File: config.mk
export PLATFORM = sky130hd
export DESIGN_NAME = work_queue_flat
export DESIGN_NICKNAME = d
export VERILOG_FILES = /design/src/rtl/work_queue_if.sv /design/src/rtl/work_queue.sv /design/src/flat_wrapper.sv
export SDC_FILE = /design/constraint.sdc
export NUM_CORES = 1
export LEC_CHECK = 0
export ABC_CLOCK_PERIOD_IN_PS = 13470
export BUFFER_PORTS_ARGS = -buffer_cell sky130_fd_sc_hd__buf_2
export CORE_ASPECT_RATIO = 0.75
export CORE_MARGIN = 10
export CORE_UTILIZATION = 25
export CTS_CLUSTER_DIAMETER = 40
export DETAILED_ROUTE_END_ITERATION = 7
export PLACE_DENSITY = 0.48
export SLEW_MARGIN = 20
export SYNTH_ARGS = -nofsm -noshare
export SYNTH_HDL_FRONTEND = slang
export SYNTH_SLANG_ARGS = --single-unit
File: constraint.sdc
create_clock -name clk -period 13.47 [get_ports clk]
set_input_delay 2.694 -clock clk [delete_from_list [all_inputs] [get_ports clk]]
set_output_delay 2.694 -clock clk [all_outputs]
set_load 0.02 [all_outputs]
File: src/rtl/work_queue_if.sv
// Bundle between the processor core and work_queue: push port, pop request/grant,
// and per-FIFO status. The core side uses master, work_queue uses slave.
interface work_queue_if #(
    parameter int unsigned NUM_QUEUES = 4,
    parameter int unsigned PC_W       = 16
);
    logic                  queue_wen;
    logic [3:0]            queue_number;
    logic [PC_W-1:0]       queue_pc;
    logic                  request_new_pc;
    logic [PC_W-1:0]       new_pc;
    logic                  new_pc_valid;
    logic                  busy;
    logic [NUM_QUEUES-1:0] empty;
    logic [NUM_QUEUES-1:0] full;
    logic                  overflow;
    logic                  bad_queue;

    modport master (
        output queue_wen, queue_number, queue_pc, request_new_pc,
        input  new_pc, new_pc_valid, busy, empty, full, overflow, bad_queue
    );

    modport slave (
        input  queue_wen, queue_number, queue_pc, request_new_pc,
        output new_pc, new_pc_valid, busy, empty, full, overflow, bad_queue
    );
endinterface

File: src/rtl/work_queue.sv
// Bank of PC FIFOs beside the processor core; pushes come from the core, pops are
// served one per request in round-robin order starting at rr.
module work_queue #(
    parameter int unsigned NUM_QUEUES = 4,
    parameter int unsigned DEPTH      = 8,
    parameter int unsigned PC_W       = 16
) (
    input  logic          clk,
    input  logic          rst,
    work_queue_if.slave   bus
);
    localparam int unsigned PTR_W = (DEPTH > 1) ? $clog2(DEPTH) : 1;
    localparam int unsigned CNT_W = $clog2(DEPTH) + 1;
    localparam int unsigned QW    = (NUM_QUEUES > 1) ? $clog2(NUM_QUEUES) : 1;

    localparam logic [1:0] IDLE  = 2'd0;
    localparam logic [1:0] WAIT  = 2'd1;
    localparam logic [1:0] GRANT = 2'd2;

    logic [1:0]            state;
    logic [QW-1:0]         rr;
    logic [QW-1:0]         pick;
    logic                  found;
    logic                  do_pop;
    logic                  num_valid;
    logic [PC_W-1:0]       head;
    int unsigned           idx;

    logic [PC_W-1:0]       mem    [NUM_QUEUES][DEPTH];
    logic [PTR_W-1:0]      rd_ptr [NUM_QUEUES];
    logic [PTR_W-1:0]      wr_ptr [NUM_QUEUES];
    logic [CNT_W-1:0]      cnt    [NUM_QUEUES];

    logic [NUM_QUEUES-1:0] num_hit;
    logic [NUM_QUEUES-1:0] push_ok;
    logic [NUM_QUEUES-1:0] pop_sel;

    // Fullness is judged on pre-edge count, so a push to a full FIFO is dropped
    // even when the same FIFO is popped in that cycle.
    for (genvar g = 0; g < NUM_QUEUES; g++) begin : g_flags
        assign num_hit[g]   = (bus.queue_number == 4'(g));
        assign push_ok[g]   = bus.queue_wen && num_hit[g] && (cnt[g] != CNT_W'(DEPTH));
        assign pop_sel[g]   = do_pop && (pick == QW'(g));
        assign bus.empty[g] = (cnt[g] == '0);
        assign bus.full[g]  = (cnt[g] == CNT_W'(DEPTH));
    end

    assign num_valid = |num_hit;

    // First non-empty FIFO at or after rr, wrapping.
    always_comb begin
        found = 1'b0;
        pick  = '0;
        idx   = '0;
        for (int unsigned k = 0; k < NUM_QUEUES; k++) begin
            idx = 32'(rr) + k;
            if (idx >= NUM_QUEUES) idx = idx - NUM_QUEUES;
            if (!found && cnt[QW'(idx)] != '0) begin
                found = 1'b1;
                pick  = QW'(idx);
            end
        end
    end

    assign do_pop           = (state == WAIT) && found;
    assign head             = mem[pick][rd_ptr[pick]];
    assign bus.new_pc_valid = (state == GRANT);
    assign bus.busy         = (state == WAIT);

    always_ff @(posedge clk) begin
        for (int unsigned i = 0; i < NUM_QUEUES; i++) begin
            if (push_ok[QW'(i)]) mem[QW'(i)][wr_ptr[QW'(i)]] <= bus.queue_pc;
        end
    end

    always_ff @(posedge clk) begin
        if (rst) begin
            for (int unsigned i = 0; i < NUM_QUEUES; i++) begin
                rd_ptr[QW'(i)] <= '0;
                wr_ptr[QW'(i)] <= '0;
                cnt[QW'(i)]    <= '0;
            end
        end else begin
            for (int unsigned i = 0; i < NUM_QUEUES; i++) begin
                if (push_ok[QW'(i)])
                    wr_ptr[QW'(i)] <= (wr_ptr[QW'(i)] == PTR_W'(DEPTH - 1)) ? '0
                                      : wr_ptr[QW'(i)] + PTR_W'(1);
                if (pop_sel[QW'(i)])
                    rd_ptr[QW'(i)] <= (rd_ptr[QW'(i)] == PTR_W'(DEPTH - 1)) ? '0
                                      : rd_ptr[QW'(i)] + PTR_W'(1);
                if (push_ok[QW'(i)] && !pop_sel[QW'(i)])
                    cnt[QW'(i)] <= cnt[QW'(i)] + CNT_W'(1);
                else if (!push_ok[QW'(i)] && pop_sel[QW'(i)])
                    cnt[QW'(i)] <= cnt[QW'(i)] - CNT_W'(1);
            end
        end
    end

    always_ff @(posedge clk) begin
        if (rst) begin
            state         <= IDLE;
            rr            <= '0;
            bus.new_pc    <= '0;
            bus.overflow  <= 1'b0;
            bus.bad_queue <= 1'b0;
        end else begin
            case (state)
                IDLE:    if (bus.request_new_pc) state <= WAIT;
                WAIT:    if (found) state <= GRANT;
                GRANT:   state <= IDLE;
                default: state <= IDLE;
            endcase
            if (do_pop) begin
                bus.new_pc <= head;
                rr         <= (pick == QW'(NUM_QUEUES - 1)) ? '0 : pick + QW'(1);
            end
            if (bus.queue_wen && !num_valid) bus.bad_queue <= 1'b1;
            if (bus.queue_wen && num_valid && push_ok == '0) bus.overflow <= 1'b1;
        end
    end
endmodule
File: src/flat_wrapper.sv
// flat-port wrapper written by rule: the top's interface ports become plain ports
module work_queue_flat 
#(
    parameter int unsigned NUM_QUEUES = 4,
    parameter int unsigned DEPTH      = 8,
    parameter int unsigned PC_W       = 16
)
  (clk, rst, bus_queue_wen, bus_queue_number, bus_queue_pc, bus_request_new_pc, bus_new_pc, bus_new_pc_valid, bus_busy, bus_empty, bus_full, bus_overflow, bus_bad_queue);
  work_queue_if #(.NUM_QUEUES(NUM_QUEUES), .PC_W(PC_W)) bus_i ();
  input  logic clk;
  input  logic rst;
  input wire logic [$bits(bus_i.queue_wen)-1:0] bus_queue_wen;
  input wire logic [$bits(bus_i.queue_number)-1:0] bus_queue_number;
  input wire logic [$bits(bus_i.queue_pc)-1:0] bus_queue_pc;
  input wire logic [$bits(bus_i.request_new_pc)-1:0] bus_request_new_pc;
  output wire logic [$bits(bus_i.new_pc)-1:0] bus_new_pc;
  output wire logic [$bits(bus_i.new_pc_valid)-1:0] bus_new_pc_valid;
  output wire logic [$bits(bus_i.busy)-1:0] bus_busy;
  output wire logic [$bits(bus_i.empty)-1:0] bus_empty;
  output wire logic [$bits(bus_i.full)-1:0] bus_full;
  output wire logic [$bits(bus_i.overflow)-1:0] bus_overflow;
  output wire logic [$bits(bus_i.bad_queue)-1:0] bus_bad_queue;
  assign bus_i.queue_wen = bus_queue_wen;
  assign bus_i.queue_number = bus_queue_number;
  assign bus_i.queue_pc = bus_queue_pc;
  assign bus_i.request_new_pc = bus_request_new_pc;
  assign bus_new_pc = bus_i.new_pc;
  assign bus_new_pc_valid = bus_i.new_pc_valid;
  assign bus_busy = bus_i.busy;
  assign bus_empty = bus_i.empty;
  assign bus_full = bus_i.full;
  assign bus_overflow = bus_i.overflow;
  assign bus_bad_queue = bus_i.bad_queue;
  work_queue #(.NUM_QUEUES(NUM_QUEUES), .DEPTH(DEPTH), .PC_W(PC_W)) u_core (.clk(clk), .rst(rst), .bus(bus_i));
endmodule
==> impl_metrics.env, run 1 <==
export IMPL_dpl_hpwl_mm=53.11
export IMPL_clockRootBuffer="clkbuf_16"
export IMPL_dp_cells=3798
export IMPL_grt_pass1_wl_mm=136.5
export IMPL_grt_antenna_before_repair=8
export IMPL_p_leak_uw=0.01026
export IMPL_dpl_worst_slack_ns=7.378
export IMPL_crit_path_top_delay_cell="o311ai_0"
export IMPL_ys_seq_elements=576
export IMPL_critical_path_class="reg -> reg"
export IMPL_synth_seq_area_share=0.5989
export IMPL_setup_tns_ns=0
export IMPL_clk_pin_slew_worst_paths_ns=0.06
export IMPL_ir_worst_vdd_v=0.00008739
export IMPL_hold_class="reg -> reg"
export IMPL_grt_overflow=0
export IMPL_finalPower_uw=4720
export IMPL_outcome="finished, final reports clean"
export IMPL_final_setup_viol_count=0
export IMPL_r2r_end="u_core.bus.new_pc[10]"
export IMPL_min_from="u_core.bus.bad_queue"
export IMPL_clkSinkCount=576
export IMPL_placement_rows=107
export IMPL_dieArea_sq_um=128000
export IMPL_r2r_slack_ns=7.34
export IMPL_postRouteAntennaNets=0
export IMPL_ctsHtreeMaxLevel=3
export IMPL_r2r_start="u_core.cnt[3][2]"
export IMPL_dr_pass1_iters=6
export IMPL_synthTopCellsByArea="edfxtp_1 (58%), mux2_2 (3.9%), nand2_1 (3.9%)"
export IMPL_cp_start_kind="flop"
export IMPL_hold_viol_final=0
export IMPL_utilization=0.2864
export IMPL_nFillCells=11545
export IMPL_synth_area_per_cell_sq_um=11.94
export IMPL_drv_slew=0
export IMPL_min_to="u_core.bus.bad_queue"
export IMPL_clock_path_buffers=3
export IMPL_grt_total_usage=0.1387
export IMPL_syn_inst=2385
export IMPL_ios=52
export IMPL_drv_cap=0
export IMPL_gp_congestion=0.7677
export IMPL_synth_nets=2440
export IMPL_drive_above_1_share=0.1893
export IMPL_grt_max_degree=181
export IMPL_fin_crit_ns=6.128
export IMPL_instances_no_fill=3921
export IMPL_async_flop_share=0
export IMPL_worst_clock_skew_ns=0.03157
export IMPL_avgRoutedWirePerCell_um=23.80
export IMPL_timing_final_ws_setup_ns=7.342
export IMPL_drt_total_wl_mm=93.34
export IMPL_crit_chain="nor4_1, mux4_4, buf_4, nand2_4, o31ai_1, a31o_2, mux2i_4, buf_4, buf_12, o311ai_0, a311oi_1, a311oi_1"
export IMPL_ys_flop_type="edfxtp_1"
export IMPL_first_iter_violations=2317
export IMPL_powerDensity_nw_per_um2=145.3
export IMPL_yosysTopAreaCellShare=0.5820
export IMPL_max_slew_worst_pin_slew_ns=1.124
export IMPL_yosys_warnings=0
export IMPL_post_cts_buffers=0
export IMPL_period_share=0.4549
export IMPL_io_buffers=51
export IMPL_max_slew_margin_rel=0.2507
export IMPL_synth_top_area_cell="edfxtp_1"
export IMPL_worst_ep_arrival_time_ns=6.67
export IMPL_regArea_sq_um=17060
export IMPL_numCtsBuffers=67
export IMPL_reg2reg_depth=12
export IMPL_cp_slowest_stage_delay_ns=0.94
export IMPL_grt_pass1_vias=20240
export IMPL_nNetsFinal=2396
export IMPL_synthToLayoutAreaGrowth_pct=14.04
export IMPL_cts_tree="built"
export IMPL_synth_cell_types=74
export IMPL_via_count=21238
export IMPL_cts_resized=0
export IMPL_drt_drc_violations_left=0
export IMPL_fp_coreArea_sq_um=113400
export IMPL_hold_path_depth=2
export IMPL_worst_path_max_fanout=150
export IMPL_start_util=0.2512
export IMPL_cp_end_kind="flop"
export IMPL_grt_setup_unrepaired="false"
export IMPL_fmax_ghz=0.1632
export IMPL_die_y_um=312.3
export IMPL_synth_edf_count=552
export IMPL_crit_required_ns=14.01
export IMPL_syn_area_sq_um=28480
export IMPL_multiInputGateArea_sq_um=10630
export IMPL_clk_latency_ns=0.64
export IMPL_viasPerCell=5.416
export IMPL_hold_buffers=0
export IMPL_die_w_um=409.7
## metrics by stage
stage | hold WS, ns | instance area, sq um
finish | 0.4566 | 32480
global route | 0.5044 | 32470
CTS | 0.4680 | 32470
detailed placement | 0.4546 | 30390
global placement | 0.4360 | 30340
floorplan | 0.4131 | 28480
## metal layers
layer | vias up | track usage | share of wire
met2 | 827 | 0.2125 | 0.45
li1 | 9364 | - | -
met5 | - | 0 | 0
met1 | 10904 | 0.2009 | 0.47
met3 | 143 | 0.02310 | 0.063
met4 | 0 | 0.03660 | 0.022
## how the worst max path moves through the flow
stage | start | endpoint | depth (start not counted) | slack (ns)
after global routing | u_core.cnt[3][2] | u_core.bus.new_pc[10] | 12 | 7.08
after global placement | bus_queue_number[3] | u_core.mem[0][24] | 5 | 7.54
final | u_core.cnt[3][2] | u_core.bus.new_pc[10] | 12 | 7.34
after floorplan | bus_queue_number[3] | u_core.mem[0][80] | 4 | 7.60
after CTS | u_core.cnt[3][2] | u_core.bus.new_pc[10] | 12 | 7.35
after detailed placement | u_core.cnt[3][2] | u_core.bus.new_pc[10] | 12 | 7.38
## layout by cell type (no fill, tap or decap), drive strengths merged, types with 16 or more instances in the layout
cell type and n:
a211oi 20, nor2b 18, a311oi 37, nand2b 16, clkbuf 86, a21oi 71, o311ai 16, nand3 112
o221ai 76, mux2i 29, and3 36, mux2 100, nor2 153, inv 29, a311o 30, nor3 29
buf 104, o22ai 168, clkinv 24, o22a 28, nand2 296, o211ai 48, ha 28, o21ai 76
edfxtp 552, o221a 76, dfxtp 24
## kinds of logic (layout without fill, tap and decap cells)
| group | count (synthesis) | count (layout) | share of synthesized area |
|---|---|---|---|
| compound gates | 680 | 680 | 0.1822 |
| xor+xnor | 10 | 10 | 0.003075 |
| fa+ha+maj | 31 | 31 | 0.01441 |
| buf+inv | 242 | 250 | 0.03545 |
| flops | 576 | 576 | 0.5989 |
| mux | 132 | 132 | 0.05267 |
| other cells | 0 | 2 | 0 |
| simple gates | 714 | 714 | 0.1133 |
## flip-flops by register name, summed over array words and instances, names as in the netlist, named ones only
name and flops:
u_core.bus.bad_queue 1, u_core.bus.new_pc 16, u_core.bus.overflow 1, u_core.cnt 16
u_core.mem 512, u_core.rd_ptr 12, u_core.rr 2, u_core.state 2
u_core.wr_ptr 12
## critical path: cells and delay by family, from the launching register on
kind | cells | cell delay, ns
AOI/OAI and AO/OA | 5 | 2.14
DFF | 1 | 0.48
muxes | 2 | 0.54
buffers and inverters | 3 | 1.39
and+or+nand+nor | 2 | 1.36
## layout make-up
cell class | count | area share
tap | 1526 | 0.05878
inverter | 25 | 0.003082
multi-input combinational | 1567 | 0.3272
clock buffer | 86 | 0.05570
sequential | 576 | 0.5253
clock inverter | 35 | 0.008475
antenna | 2 | 0.0001541
timing repair buffer | 104 | 0.02138
## where the power goes
part	switching (uW)	total [uW]	internal, uW
Clock	771	1770	996
Combinational	667	952	286
Sequential	22.0	2000	1980
## cells in the mapped netlist, drive strengths merged, types with 29 or more instances
| master | n |
|---|---|
| o221a | 76 |
| o221ai | 76 |
| a311o | 30 |
| o211ai | 48 |
| buf | 89 |
| edfxtp | 552 |
| mux2 | 100 |
| nand3 | 112 |
| clkbuf | 128 |
| nor2 | 153 |
| o22ai | 168 |
| nand2 | 296 |
| a21oi | 71 |
| nor3 | 29 |
| and3 | 36 |
| o21ai | 76 |
| mux2i | 29 |
| a311oi | 37 |
Power figures use the tool's default switching activity.
==> inputs of run 2 (changes only) <==
ABC_AREA = 1   (was unset)
ABC_CLOCK_PERIOD_IN_PS = 5200   (was 13470)
PLACE_DENSITY = 0.49   (was 0.48)
clock period = 5.2 ns   (was 13.47 ns; I/O delays follow)
==> run 2 against run 1 <==
  * Synthesized area decreased by 12%
  * Sequential power grew to 2.6 times the previous value
  * Combinational power grew to 3.5 times the previous value
  * Final cell count shrank 4.5%
  * Highest routed layer unchanged
  * Critical path depth grew 5
  * Global-route usage fell by 1.2 points
  * Clock skew shrank 0.0027 ns
  * Non-clock buffer count is 1 lower
  * Critical endpoint is now u_core.bus.new_pc[9]
  * Hold slack got worse by 0.0022 ns
  * Final area shrank 9.7%
==> impl_metrics.env, run 2 <==
export IMPL_outcome="finished, final reports clean"
export IMPL_crit_required_ns=5.69
export IMPL_worst_path_max_fanout=34
export IMPL_hold_class="reg -> reg"
export IMPL_grt_overflow=0
export IMPL_ir_worst_vdd_v=0.0003648
export IMPL_grt_pass1_vias=15787
export IMPL_grt_pass1_wl_mm=107.8
export IMPL_cp_slowest_stage_delay_ns=0.62
export IMPL_cts_tree="built"
export IMPL_synth_seq_area_share=0.6779
export IMPL_ctsHtreeMaxLevel=3
export IMPL_antennaDiodeCount=0
export IMPL_clk_latency_ns=0.64
export IMPL_largest_reg_flops=512
export IMPL_drv_cap=0
export IMPL_holdWs_ns=0.4544
export IMPL_die_y_um=294.7
export IMPL_crit_chain="nor2_1, nor2_4, inv_2, nand3_1, nand2_2, nand2_2, nand3_2, buf_4, nand4_1, nand3_2, nand2_2, buf_4, nand3_1, nand3_1, nand3_1, nand2_1, a21oi_1"
export IMPL_die_w_um=386.3
export IMPL_instances_no_fill=3745
export IMPL_critPathTopFamily="simple AND/OR/NAND/NOR gates"
export IMPL_synth_top_area_cell="edfxtp_1"
export IMPL_nFillCells=10300
export IMPL_ios=52
export IMPL_synth_cell_types=36
export IMPL_setup_tns_ns=0
export IMPL_drive_above_1_share=0.1104
export IMPL_synth_edf_count=552
export IMPL_clk_pin_slew_worst_paths_ns=0.06
export IMPL_synth_area_per_cell_sq_um=10.91
export IMPL_grt_max_degree=231
export IMPL_synthTopCellsByArea="edfxtp_1 (66%), nand2_1 (9.0%), nand3_1 (6.2%)"
export IMPL_dieArea_sq_um=113900
export IMPL_max_slew_worst_pin_slew_ns=1.040
export IMPL_fmax_ghz=0.2399
export IMPL_clkSinkCount=576
export IMPL_ys_top_cells_by_count="nand2_1 (601), edfxtp_1 (552), nand3_1 (312), inv_1 (272), nor2_1 (106)"
export IMPL_numCtsBuffers=71
export IMPL_final_common_cell="nand2_1"
export IMPL_dp_cells=3614
export IMPL_powerDensity_nw_per_um2=456.9
export IMPL_finalPower_uw=13400
export IMPL_fp_coreArea_sq_um=99600
export IMPL_final_setup_viol_count=0
export IMPL_syn_area_sq_um=25160
export IMPL_clock_path_buffers=3
export IMPL_synthToLayoutAreaGrowth_pct=16.61
export IMPL_hold_path_depth=2
export IMPL_post_cts_buffers=0
export IMPL_crit_path_top_delay_cell="dfxtp_1"
export IMPL_dr_pass1_iters=5
export IMPL_yosysTopAreaCellShare=0.6588
export IMPL_drv_slew=0
export IMPL_worst_ep_arrival_time_ns=4.66
export IMPL_async_flop_share=0
export IMPL_yosys_warnings=0
export IMPL_nNetsFinal=2416
export IMPL_io_buffers=51
export IMPL_viasPerCell=4.509
export IMPL_cp_num_buf_inv=3
export IMPL_first_iter_violations=1734
export IMPL_via_count=16885
export IMPL_fin_crit_ns=4.169
export IMPL_synth_most_common_cell="nand2_1"
export IMPL_drt_drc_violations_left=0
export IMPL_cts_resized=0
export IMPL_synth_nets=2361
export IMPL_reg2reg_depth=17
export IMPL_utilization=0.2946
export IMPL_ys_flop_type="edfxtp_1"
export IMPL_gp_congestion=0.8264
export IMPL_placement_rows=100
export IMPL_hold_viol_final=0
export IMPL_drt_total_wl_mm=73.17
export IMPL_cp_common_cell="nand3_1"
export IMPL_final_cell_mix="nand2_1 (601), edfxtp_1 (552), nand3_1 (312)"
export IMPL_clockRootBuffer="clkbuf_16"
export IMPL_path_depth=17
export IMPL_cp_end_kind="flop"
export IMPL_grt_antenna_before_repair=8
export IMPL_start_util=0.2526
export IMPL_avgRoutedWirePerCell_um=19.54
export IMPL_period_share=0.8017
export IMPL_multiInputGateArea_sq_um=6560
export IMPL_worst_clock_skew_ns=0.02891
export IMPL_regArea_sq_um=17060
export IMPL_ys_seq_elements=576
export IMPL_max_slew_margin_rel=0.3068
export IMPL_syn_inst=2306
export IMPL_grt_total_usage=0.1262
export IMPL_postRouteAntennaNets=0
export IMPL_hold_buffers=0
export IMPL_critical_path_class="reg -> reg"
export IMPL_grt_setup_unrepaired="false"
export IMPL_dpl_hpwl_mm=43.52
export IMPL_p_leak_uw=0.01137
export IMPL_cp_start_kind="flop"
## run 2: cell types whose count changed after synthesis, moves of 47 or more
| cell | previous run | this run |
|---|---|---|
| nor2_1 | 153 | 106 |
| inv_1 | 20 | 272 |
| mux2_2 | 99 | 0 |
| clkbuf_1 | 128 | 34 |
| nand4_1 | 3 | 52 |
| o221a_2 | 76 | 0 |
| o22ai_1 | 168 | 1 |
| nand3_1 | 112 | 312 |
| nand2_1 | 296 | 601 |
| o221ai_1 | 65 | 0 |
| a21oi_1 | 71 | 24 |
## run 2: metrics by stage
step	setup slack, ns	area (sq um)
CTS	1.111	29340
global placement	1.172	27020
global route	0.7055	29340
detailed placement	1.144	27020
finish	1.031	29340
floorplan	1.518	25160
## run 2: per-layer routing
metal,share of wire,up-vias,global-route usage
met1,0.49,8195,0.1916
met3,0.086,93,0.03248
met5,0,-,0
li1,-,8027,-
met2,0.41,570,0.1741
met4,0.017,0,0.03149
## run 2: cells by family after synthesis
family,count (synthesis),share of synthesized area
compound gates,162,0.04063
xor+xnor,9,0.003133
fa+ha+maj,31,0.01631
buf+inv,401,0.06619
flops,576,0.6779
simple gates,1124,0.1946
mux,3,0.001194
## run 2: area by class of cell
| type | instances | share of cell area |
|---|---|---|
| multi-input cells | 1329 | 0.2236 |
| repair buffers | 103 | 0.02371 |
| flip-flops and latches | 576 | 0.5814 |
| inverters | 280 | 0.03591 |
| well taps | 1326 | 0.05655 |
| clock inverters | 43 | 0.01215 |
| clock buffers | 88 | 0.06670 |
## run 2: final timing paths
path | from | endpoint | slack [ns]
max reg2reg | u_core.rr[0] | u_core.bus.new_pc[9] | 1.03
min | u_core.bus.bad_queue | u_core.bus.bad_queue | 0.45
min reg2reg | u_core.bus.bad_queue | u_core.bus.bad_queue | 0.45
max | u_core.rr[0] | u_core.bus.new_pc[9] | 1.03
## run 2: report_power, final
| part | internal [uW] | switching (uW) | total (uW) | leakage [uW] |
|---|---|---|---|---|
| clock | 2820 | 2080 | 4900 | 0.00112 |
| sequential | 5140 | 77.1 | 5210 | 0.00522 |
| combinational | 838 | 2450 | 3290 | 0.00503 |
| total | 8800 | 4610 | 13400 | 0.0114 |
## run 2: tightest hold or removal path: cells and delay by family (launching register included)
| family | cells | cell delay [ns] |
|---|---|---|
| flip-flops | 1 | 0.31 |
| buffers and inverters | 1 | 0.05 |
| AO/OA/AOI/OAI | 1 | 0.05 |
